===== src/rtl/fifo_drain_arbiter.sv =====
// Round-robin drain of NUM_FIFOS registered-read FIFOs into one egress push port; push lags pop by 1 cycle.
// Pops stop on dest_almost_full or enable low; define DRAIN_COUNT_EN for the saturating pop_count port.
module fifo_drain_arbiter #(
   parameter int NUM_FIFOS      = 8,
   parameter int FIFO_WORD_SIZE = 10,
   parameter int SEL_SIZE       = $clog2(NUM_FIFOS)
) (
   input  logic                                clk,
   input  logic                                reset,
   input  logic                                enable,
   input  logic [NUM_FIFOS-1:0]                FIFOs_empty,
   input  logic [NUM_FIFOS*FIFO_WORD_SIZE-1:0] FIFOs_data_out,
   input  logic                                dest_almost_full,
   output logic [NUM_FIFOS-1:0]                FIFOs_pop,
   output logic                                dest_push,
   output logic [FIFO_WORD_SIZE-1:0]           dest_data,
   output logic [SEL_SIZE-1:0]                 dest_sel,
   output logic                                busy
`ifdef DRAIN_COUNT_EN
   ,
   output logic [15:0]                         pop_count
`endif
);

   typedef enum logic [2:0] {
      IDLE  = 3'b001,
      RUN   = 3'b010,
      STALL = 3'b100
   } state_t;

   state_t              state;
   state_t              state_nxt;
   logic [SEL_SIZE-1:0] rr_ptr;
   logic [SEL_SIZE-1:0] grant;
   logic                grant_found;
   logic                all_empty;
   logic                pop_vld;
   logic [SEL_SIZE:0]   cand;

   assign all_empty = &FIFOs_empty;

   // Search rr_ptr+1, rr_ptr+2, ... with wrap; cand is one bit wider so the sum never overflows.
   always_comb begin
      grant       = rr_ptr;
      grant_found = 1'b0;
      cand        = '0;
      for (int k = 1; k <= NUM_FIFOS; k++) begin
         cand = {1'b0, rr_ptr} + (SEL_SIZE+1)'(k);
         if (cand >= (SEL_SIZE+1)'(NUM_FIFOS))
            cand = cand - (SEL_SIZE+1)'(NUM_FIFOS);
         if (!grant_found && !FIFOs_empty[cand[SEL_SIZE-1:0]]) begin
            grant       = cand[SEL_SIZE-1:0];
            grant_found = 1'b1;
         end
      end
   end

   // Gating on enable and almost_full makes the pop stop in the same cycle the FSM leaves RUN.
   assign pop_vld = (state == RUN) && enable && !dest_almost_full && grant_found;

   always_comb begin
      FIFOs_pop        = '0;
      FIFOs_pop[grant] = pop_vld;
   end

   always_comb begin
      state_nxt = state;
      case (state)
         IDLE: begin
            if (enable && !all_empty)
               state_nxt = dest_almost_full ? STALL : RUN;
         end
         RUN: begin
            if (!enable || all_empty)
               state_nxt = IDLE;
            else if (dest_almost_full)
               state_nxt = STALL;
         end
         STALL: begin
            if (!enable)
               state_nxt = IDLE;
            else if (!dest_almost_full)
               state_nxt = all_empty ? IDLE : RUN;
         end
         default: state_nxt = IDLE;
      endcase
   end

   always_ff @(posedge clk) begin
      if (reset) begin
         state     <= IDLE;
         rr_ptr    <= SEL_SIZE'(NUM_FIFOS - 1);
         dest_push <= 1'b0;
         dest_sel  <= '0;
      end else begin
         state     <= state_nxt;
         dest_push <= pop_vld;
         if (pop_vld) begin
            rr_ptr   <= grant;
            dest_sel <= grant;
         end
      end
   end

   // Input FIFOs present read data the cycle after the pop, aligned with dest_push.
   assign dest_data = dest_push ? FIFOs_data_out[dest_sel*FIFO_WORD_SIZE +: FIFO_WORD_SIZE]
                                : '0;

   assign busy = (state != IDLE) || dest_push;

`ifdef DRAIN_COUNT_EN
   always_ff @(posedge clk) begin
      if (reset)
         pop_count <= '0;
      else if (dest_push && (pop_count != 16'hFFFF))
         pop_count <= pop_count + 16'd1;
   end
`endif

   a_pop_onehot : assert property (@(posedge clk) disable iff (reset) $onehot0(FIFOs_pop));
   a_pop_not_empty : assert property (@(posedge clk) disable iff (reset)
                                      (FIFOs_pop & FIFOs_empty) == '0);

endmodule

===== config.mk =====
export PLATFORM = sky130hd
export DESIGN_NAME = fifo_drain_arbiter
export DESIGN_NICKNAME = d
export VERILOG_FILES = /design/src/rtl/fifo_drain_arbiter.sv
export SDC_FILE = /design/constraint.sdc
export NUM_CORES = 1
export LEC_CHECK = 0
export CAP_MARGIN = 40
export CORE_UTILIZATION = 30
export CTS_BUF_LIST = sky130_fd_sc_hd__clkbuf_8 sky130_fd_sc_hd__clkbuf_16
export DETAILED_ROUTE_END_ITERATION = 10
export HOLD_SLACK_MARGIN = 0.1
export PLACE_DENSITY = 0.63
export SYNTH_ARGS = -nofsm -noshare
export SYNTH_HDL_FRONTEND = slang
export SYNTH_SLANG_ARGS = --single-unit

===== constraint.sdc =====
create_clock -name clk -period 3.95 [get_ports clk]
set_clock_uncertainty 0.1 [all_clocks]
set_input_delay 0.5925 -clock clk [delete_from_list [all_inputs] [get_ports clk]]
set_output_delay 0.5925 -clock clk [all_outputs]
set_load 0.01 [all_outputs]

# Word level (Yosys, flattened, before mapping)
# Cells that the tools add are included.
# op_classes
n_addsub	16
mul	1
n_lt_le_gt_ge	18
eq_ne	7
n_shift	1
n_mux	51
n_bitwise	1
n_reduce_logical	32
# op_table
cell	count
80-bit by 8-bit variable part select with 10-bit output	1
3-bit two-way mux	22
3-bit by 4-bit < comparator with 1-bit output (second input constant)	9
4-bit >= comparator (second input constant)	8
1-bit binary-select mux with 3-bit select	8
3-bit by 1-bit subtractor with 3-bit output (second input constant)	8
1-bit two-way mux	17
3-bit by 3-bit adder with 4-bit output (second input constant)	4
1-bit zero test	16
1-bit logical AND	12
10-bit two-way mux	1
3-bit case mux with 3 select lines	1
3-bit by 2-bit adder with 4-bit output (second input constant)	2
8-bit bitwise AND	1
8-bit AND reduction	1
3-bit by 3-bit multiplier with 6-bit output (second input constant)	1
3-bit by 1-bit adder with 4-bit output (second input constant)	1
3-bit by 4-bit adder with 4-bit output (second input constant)	1
1-bit demux with 3-bit select	1
3-bit by 1-bit equality test with 1-bit output (second input constant)	1
3-bit by 2-bit equality test with 1-bit output (second input constant)	1
3-bit equality test (second input constant)	1
3-bit by 1-bit >= comparator with 1-bit output (second input constant)	1
3-bit by 1-bit inequality test with 1-bit output (second input constant)	1
6 further kinds	7
# word_totals
regBits	10
input_bits	92
out_inout_bits	23
wordCells	131

# Depth between registers and ports, before layout
# logic_depth
word_depth	31
depth_mapped	15
depth_no_buf	10

# Least setup slack after synthesis
# OpenSTA, ideal clock, no wires.
# synth_timing
path_kind	flip-flop to output port
start	register rr_ptr[0]
end	output FIFOs_pop[5]
arrival_ps	3656
setup_slack_ps	-399
path_stages_with_launch	14
path_buffers	4
cell_sequence	dfxtp_1 > buf_2 > buf_2 > buf_2 > inv_1 > ha_1 > buf_2 > xnor2_2 > mux4_2 > o221ai_2 > nor3_2 > a21boi_1 > o31ai_2 > nor4b_1
# synth_between
elab_chain_cells	31
word_cells_on_any_way	91
# synth_lines
item	line_no	rtl
from (decl)	33	logic [SEL_SIZE-1:0] rr_ptr;
from (signal assigned)	92	rr_ptr <= SEL_SIZE'(NUM_FIFOS - 1);
from (signal assigned)	99	rr_ptr <= grant;
3-bit by 2-bit adder with 4-bit output	48	cand = {1'b0, rr_ptr} + (SEL_SIZE+1)'(k);
4-bit >= comparator / 3-bit by 1-bit subtractor with 3-bit output (equally long branches)	49, 50	
3-bit two-way mux	49	if (cand >= (SEL_SIZE+1)'(NUM_FIFOS))
1-bit binary-select mux with 3-bit select	51	if (!grant_found && !FIFOs_empty[cand[SEL_SIZE-1:0]]) begin
1-bit two-way mux (not written as such)	51	
1-bit zero test	51	
1-bit logical AND	51	
1-bit two-way mux	51	
[15 not listed]	-	
1-bit zero test	51	
1-bit logical AND	51	
3-bit two-way mux	51	
3-bit by 4-bit < comparator with 1-bit output (not written as such) / 3-bit by 1-bit >= comparator with 1-bit output (equally long branches)	63	FIFOs_pop[grant] = pop_vld;
1-bit logical AND (not written as such)	63	
1-bit two-way mux (not written as such)	63	
1-bit demux with 3-bit select	63	
8-bit bitwise AND (no source line) (*)	-	
to (decl)	14	output logic [NUM_FIFOS-1:0] FIFOs_pop,
# Mark *: on every way between the ends. The rest lies on a longest branch, timed or not. The select of a mux whose other input is x is not followed.

# Worst setup path after layout
# layout_timing
start	register rr_ptr[1]
end	output FIFOs_pop[3]
# Same word-level chain as after synthesis.

==> flow_summary.yaml <==
final_layout:
  areaGrowthSynthToFinish_pct: 88.37
  multiInputGateArea_sq_um: 2081
  num_antenna_cells: 0
  layout-drive-gt1-share_pct: 37.40
  nNetsFinal: 488
  fillers: 608
  final_area_sq_um: 4115
  seq_area_sq_um: 201.4
  utilization_pct: 59.58
routing:
  vias_per_cell: 5.321
  detail-route-antenna-nets: 0
  wire_per_inst_um: 16.16
  wirelength_um: 7904
  drc: 0
  num_vias: 2602
  dr.pass1.iters: 4
  first_iter_violations: 196
global_routing:
  grt_antenna_before_repair: 0
  grt_max_degree: 23
  grt_pass1_wl_um: 12780
  track_usage_pct: 21.16
  first_global_vias: 2679
  overflow: 0
die:
  die_h_um: 87.34
  io_pins: 115
  dieArea_sq_um: 7627
  num_rows: 30
  design.core.area_sq_um: 6907
  initial_core_util_pct: 31.63
  fp.dieW_um: 87.34
synthesis:
  postSynthCellCount: 227
  syn_area_sq_um: 2185
  synth_ff_type: "dfxtp_1"
  yosys.area.top_type_share_pct: 31.96
  ys_ff_latch: 10
  synth-warning-count: 0
  synth-edff-count: 0
  ys_async_sr_fraction_pct: 0
  synth_area_leaders: "mux4_2, dfxtp_1, mux2i_1, mux2_2, nor2b_1"
  syn_nets: 321
  synth_area_per_cell_sq_um: 9.624
  ys_seq_area_share_pct: 9.164
  synth_area_leader_cell: "mux4_2"
  netlist-cell-type-count: 52
sta:
  tightest_slew_ps: 679.1
  min_period_over_period_pct: 96.15
  slew-limit-headroom_pct: 54.66
  whs_ps: 516.3
  min_period_ps: 3798
  maxSlewViolCount: 0
  fmax_mhz: 263.3
  hold_violations: 0
  setup_violations: 0
critical_path:
  crit_type: "flop to output port"
  cp-end-kind: "output port"
  cp.arrival_ps: 3110
  crit_fanout: 10
  crit_path_start_kind: "flop"
  cp.required_ps: 3260
clock_network:
  cts_tree: "done"
  cts-buffers-inserted: 3
  cts-root-buf: "clkbuf_8"
  h-tree-depth: 1
  clockBufferDepth: 2
  cts_sinks: 10
  clk_pin_slew_ps: 50
  clk_latency_ps: 240
min_path:
  hold_class: "flop to flop"
power_and_ir_drop:
  power_density_nw_per_um2: 123.9
  leakagePower_uw: 0.001561
  irDropWorstVdd_mv: 0.1261
placement:
  io_buffers: 114
  place_hpwl_um: 6586
  gp_congestion: 0.8409
  postPlaceCellArea_sq_um: 3908
flow_run:
  maxCapViolCount: 0
run_status:
  status: "complete, no violations"
cell usage after synthesis, drive strengths merged, types with 2 or more instances:
| cell type | instances |
|---|---|
| mux4 | 31 |
| mux2i | 16 |
| nor2 | 16 |
| nor2b | 13 |
| nand2 | 12 |
| buf | 10 |
| dfxtp | 10 |
| inv | 10 |
| mux2 | 10 |
| o21ai | 7 |
| a21oi | 6 |
| clkbuf | 6 |
| o22ai | 6 |
| nor3 | 5 |
| nor4b | 5 |
| a22oi | 4 |
| nand3 | 4 |
| nor4 | 4 |
| o211ai | 4 |
| a211oi | 3 |
| nand2b | 3 |
| nand3b | 3 |
| xnor2 | 3 |
| a211o | 2 |
| a31o | 2 |
| a32o | 2 |
| and3 | 2 |
| and4 | 2 |
| ha | 2 |
| nor3b | 2 |
| o2bb2ai | 2 |
| o31a | 2 |
| or3 | 2 |
| xor2 | 2 |
cell families (layout without fill, tap and decap cells):
| kind of cell | count (synthesis) | after routing | share of synthesized area, % |
|---|---|---|---|
| and+or+nand+nor | 75 | 75 | 19.47 |
| muxes | 57 | 57 | 44.44 |
| xor gates and xnor gates | 5 | 5 | 2.349 |
| AOI/OAI and AO/OA | 52 | 52 | 18.50 |
| adders and majority gates | 2 | 2 | 1.145 |
| buffers and inverters | 26 | 192 | 4.926 |
| DFF | 10 | 10 | 9.164 |
flip-flops by register name (all words and copies together) (netlist names):
register   cells
rr_ptr         3
dest_push      1
dest_sel       3
state          3
final cells by class:
| class | instances | area share, % |
|---|---|---|
| sequential | 10 | 4.895 |
| tap | 96 | 2.919 |
| timing repair buffer | 178 | 39.37 |
| inverter | 10 | 0.9121 |
| multi-input combinational | 191 | 50.56 |
| clock buffer | 4 | 1.338 |
cells in the final DEF (no fill, tap or decap), drive strengths merged, types with 3 or more instances in the layout:
cell type,netlist,layout
o22ai,6,6
mux2i,16,16
xnor2,3,3
nand2b,3,3
dfxtp,10,10
nor2,16,16
mux2,10,10
buf,10,68
nand3b,3,3
nor3,5,5
nand2,12,12
nor2b,13,13
a21oi,6,6
clkbuf,6,8
o21ai,7,7
inv,10,10
nand3,4,4
o211ai,4,4
a22oi,4,4
dlygate4sd2,0,8
mux4,31,31
nor4,4,4
nor4b,5,5
a211oi,3,3
clkdlybuf4s50,0,98
report_power, final:
part	internal [uW]	leakage [uW]	switching, uW
clock	87.9	0.0000288	43.8
sequential	103	0.0000806	2.82
combinational	180	0.00145	92.5
stage by stage:
| stage | TNS (ps) | std cells | power [uW] | setup WS, ps |
|---|---|---|---|---|
| after floorplan | 0 | 227 | 208.5 | 0.4476 |
| after global placement | -3582 | 472 | 351.1 | -498.4 |
| after detailed placement | -4011 | 472 | 355.2 | -575.6 |
| after CTS | 0 | 488 | 504.4 | 5.491 |
| after global routing | -7.063 | 489 | 535.4 | -7.063 |
| final | 0 | 489 | 509.7 | 152.2 |
layer usage:
metal	vias up	wire (um)	track usage (%)
li1	1251	-	-
met1	1264	3280	28.22
met2	78	4179	36.58
met3	9	362	3.033
met4	0	81	3.875
met5	-	0	0
path summary, 6_finish.rpt:
path	startpoint	to	slack, ps	cells after the start
worst max-delay path	rr_ptr[1]$_SDFFE_PP1P_	FIFOs_pop[3]	150	13
worst min-delay path	rr_ptr[2]$_SDFFE_PP1P_	rr_ptr[2]$_SDFFE_PP1P_	520	2
worst max register to register	rr_ptr[1]$_SDFFE_PP1P_	rr_ptr[0]$_SDFFE_PP1P_	840	14
worst min register to register	rr_ptr[2]$_SDFFE_PP1P_	rr_ptr[2]$_SDFFE_PP1P_	520	2
worst max-delay path, cell delays in order, from the launching register on:
cell and delay (ps):
dfxtp_1 330, inv_1 60, ha_2 340, buf_12 130
mux2_2 380, o22ai_2 210, o22ai_1 100, a221o_1 350
a21boi_2 190, o31ai_4 80, buf_4 150, buf_4 140
nor4b_4 240, buf_2 170
repair_timing:
action / in CTS / in global routing
hold buffers: 0 / 0
gates resized for setup: 31 / 23
buffers inserted: 12 / 1
pin swaps: 7 / 5
endpoints found under the setup margin: 8 / 8
Power figures use the tool's default switching activity.
==> patch (config.mk and constraints unchanged) <==
The 3 states of `state_t` get a binary encoding in 2 bits.
--- a/src/rtl/fifo_drain_arbiter.sv
+++ b/src/rtl/fifo_drain_arbiter.sv
@@ -22,10 +22,10 @@
 `endif
 );
 
-   typedef enum logic [2:0] {
-      IDLE  = 3'b001,
-      RUN   = 3'b010,
-      STALL = 3'b100
+   typedef enum logic [1:0] {
+      IDLE  = 2'd0,
+      RUN   = 2'd1,
+      STALL = 2'd2
    } state_t;
 
    state_t              state;
Check against the original RTL: no difference found for any inputs over 10 cycles, from zero or initial values and one cycle with reset high; not proved beyond that.
==> patch against the original RTL <==
Synthesized cell count shrank 9.7%; synthesized area decreased by 11%; global-route usage fell by 1.1 points; combinational power up 3%; total power is 4.2% lower; sequential power down 8%; final area decreased by 15%; worst setup slack worse by 0.055 ns; sequential cell count decreased by 1; routed wire length down 9.9%; critical endpoint is now FIFOs_pop[2].
==> patch: results (changes against the original RTL) <==
Status
  – Status: completed

CTS
  – H-tree depth: 1 (unchanged)
  – Num CTS Buffers: 3 (unchanged)
  – # resized after CTS: 20 (-35%)
  – Post-CTS Setup Bufs: 2 (-10)

Placed design
  – Placed cell area: 3410 µm² (-13%)
  – Half-perimeter wire length after detailed placement: 5890 µm (-11%)
  – GPL Wtd Cong: 0.890 (+5.8%)
  – Pre-CTS setup slack: -0.347 ns (+0.228 ns)

Logic synthesis
  – Syn_nets: 299 (-6.9%)
  – Synth area leaders: mux4_2, dfxtp_1, mux2i_1, nor2b_1, nand2_1
  – Async SR Flop Fraction: 0% (unchanged)
  – Syn Area/Cell: 9.47 µm² (-1.6%)
  – Unique masters post-synth: 47 (-9.6%)
  – Commonest cells post-synth: mux4_2, nand2_1, mux2i_1, nor2_1
  – Sequential fraction of the synthesis area: 9.28% (+0.12 points)

Pwr
  – Combinational logic power: 281 µW (+3%)
  – Static Leak: 1.36 nW (-13%)
  – Clock group share of total power: 22.5% (-3.3 points)
  – Max VDD drop: 0.180 mV (+43%)
  – Pint: 341 µW (-7.9%)
  – PwrDens: 139 nW/µm² (+13%)

Worst setup path
  – CP endpoint: FIFOs_pop[2]
  – CP delay by family, top: buffers and inverters
  – Crit path largest cell delay: 0.50 ns (+0.12 ns)
  – Critical Path Start: FIFOs_empty[4]
  – WP data arrival: 3.16 ns (+0.05 ns)
  – R2r startpoint: rr_ptr[0]$_SDFFE_PP1P_
  – R2R cell count: 12 (-2)
  – CP max-delay cell: mux4_2
  – Flop2flop setup slack: around 0.85 ns
  – Max FO, Critical Path: 5 (-5)

Timing
  – Final period util: 97.5% (+1.4 points)
  – Hold slack: 0.420 ns (-0.0967 ns)
  – Tightest Pin Transition: 0.697 ns (+0.0180 ns)
  – Setup total negative slack: 0 ns (unchanged)

Hold path
  – Hold EP: state[1]$_SDFFE_PP0P_
  – HP Start: state[1]$_SDFFE_PP0P_

Global route
  – Met3 global-route usage: 4.18% (+1.1 points)
  – Grt met2 use: 33.7% (-2.9 points)
  – Met1 Use GR: 26.9% (-1.3 points)
  – Pin count of the biggest net entering global routing: 21 (-8.7%)
  – Global-route wire length before repair: 10300 µm (-19%)
  – GRT Overall Usage: 20.1% (-1.1 points)
  – Vias in the first global route: 2108 (-21%)

Detailed routing
  – Routed via count: 2205 (-15%)
  – Met1 wire length: 2980 µm (-9.1%)
  – 1st-iter DRT viols: 102 (-48%)
  – WL met2: 3810 µm (-8.8%)
  – Met3 wire length: 297 µm (-18%)
  – WL per Instance: 16.8 µm (+3.9%)

Layout
  – Fin cells: 424 (-13%)
  – Layout cells sized above 1: 28.9% (-8.5 points)
  – Largest regs: dest_sel: 3 flops, rr_ptr: 3 flops, state: 2 flops
  – Final #Nets: 444 (-9.0%)
patch: cell types whose count changed after synthesis, sizes merged, moves of 3 or more:
| cell | before | now |
|---|---|---|
| nand2 | 12 | 19 |
| o211ai | 4 | 0 |
| nand3b | 3 | 0 |
| nor4b | 5 | 1 |
| mux2 | 10 | 4 |
| nand2b | 3 | 6 |
| a22oi | 4 | 0 |
| nor3 | 5 | 12 |
| nor4 | 4 | 0 |
| inv | 10 | 7 |
patch: layout make-up:
type,instances,area [µm²]
clock inverters,1,3.75
clock buffers,3,41.3
well taps,75,93.8
multi-input cells,174,1720
inverters,7,26.3
repair buffers,155,1440
flip-flops and latches,9,180
fillers,567,2590
patch: cells by family after synthesis:
logic type                 share of synthesized area, %
and+or+nand+nor                                    21.8
muxes                                              46.6
AOI/OAI and AO/OA                                  12.9
buffers and inverters                              5.42
DFF                                                9.28
xor gates and xnor gates                           2.71
adders and majority gates                          1.29
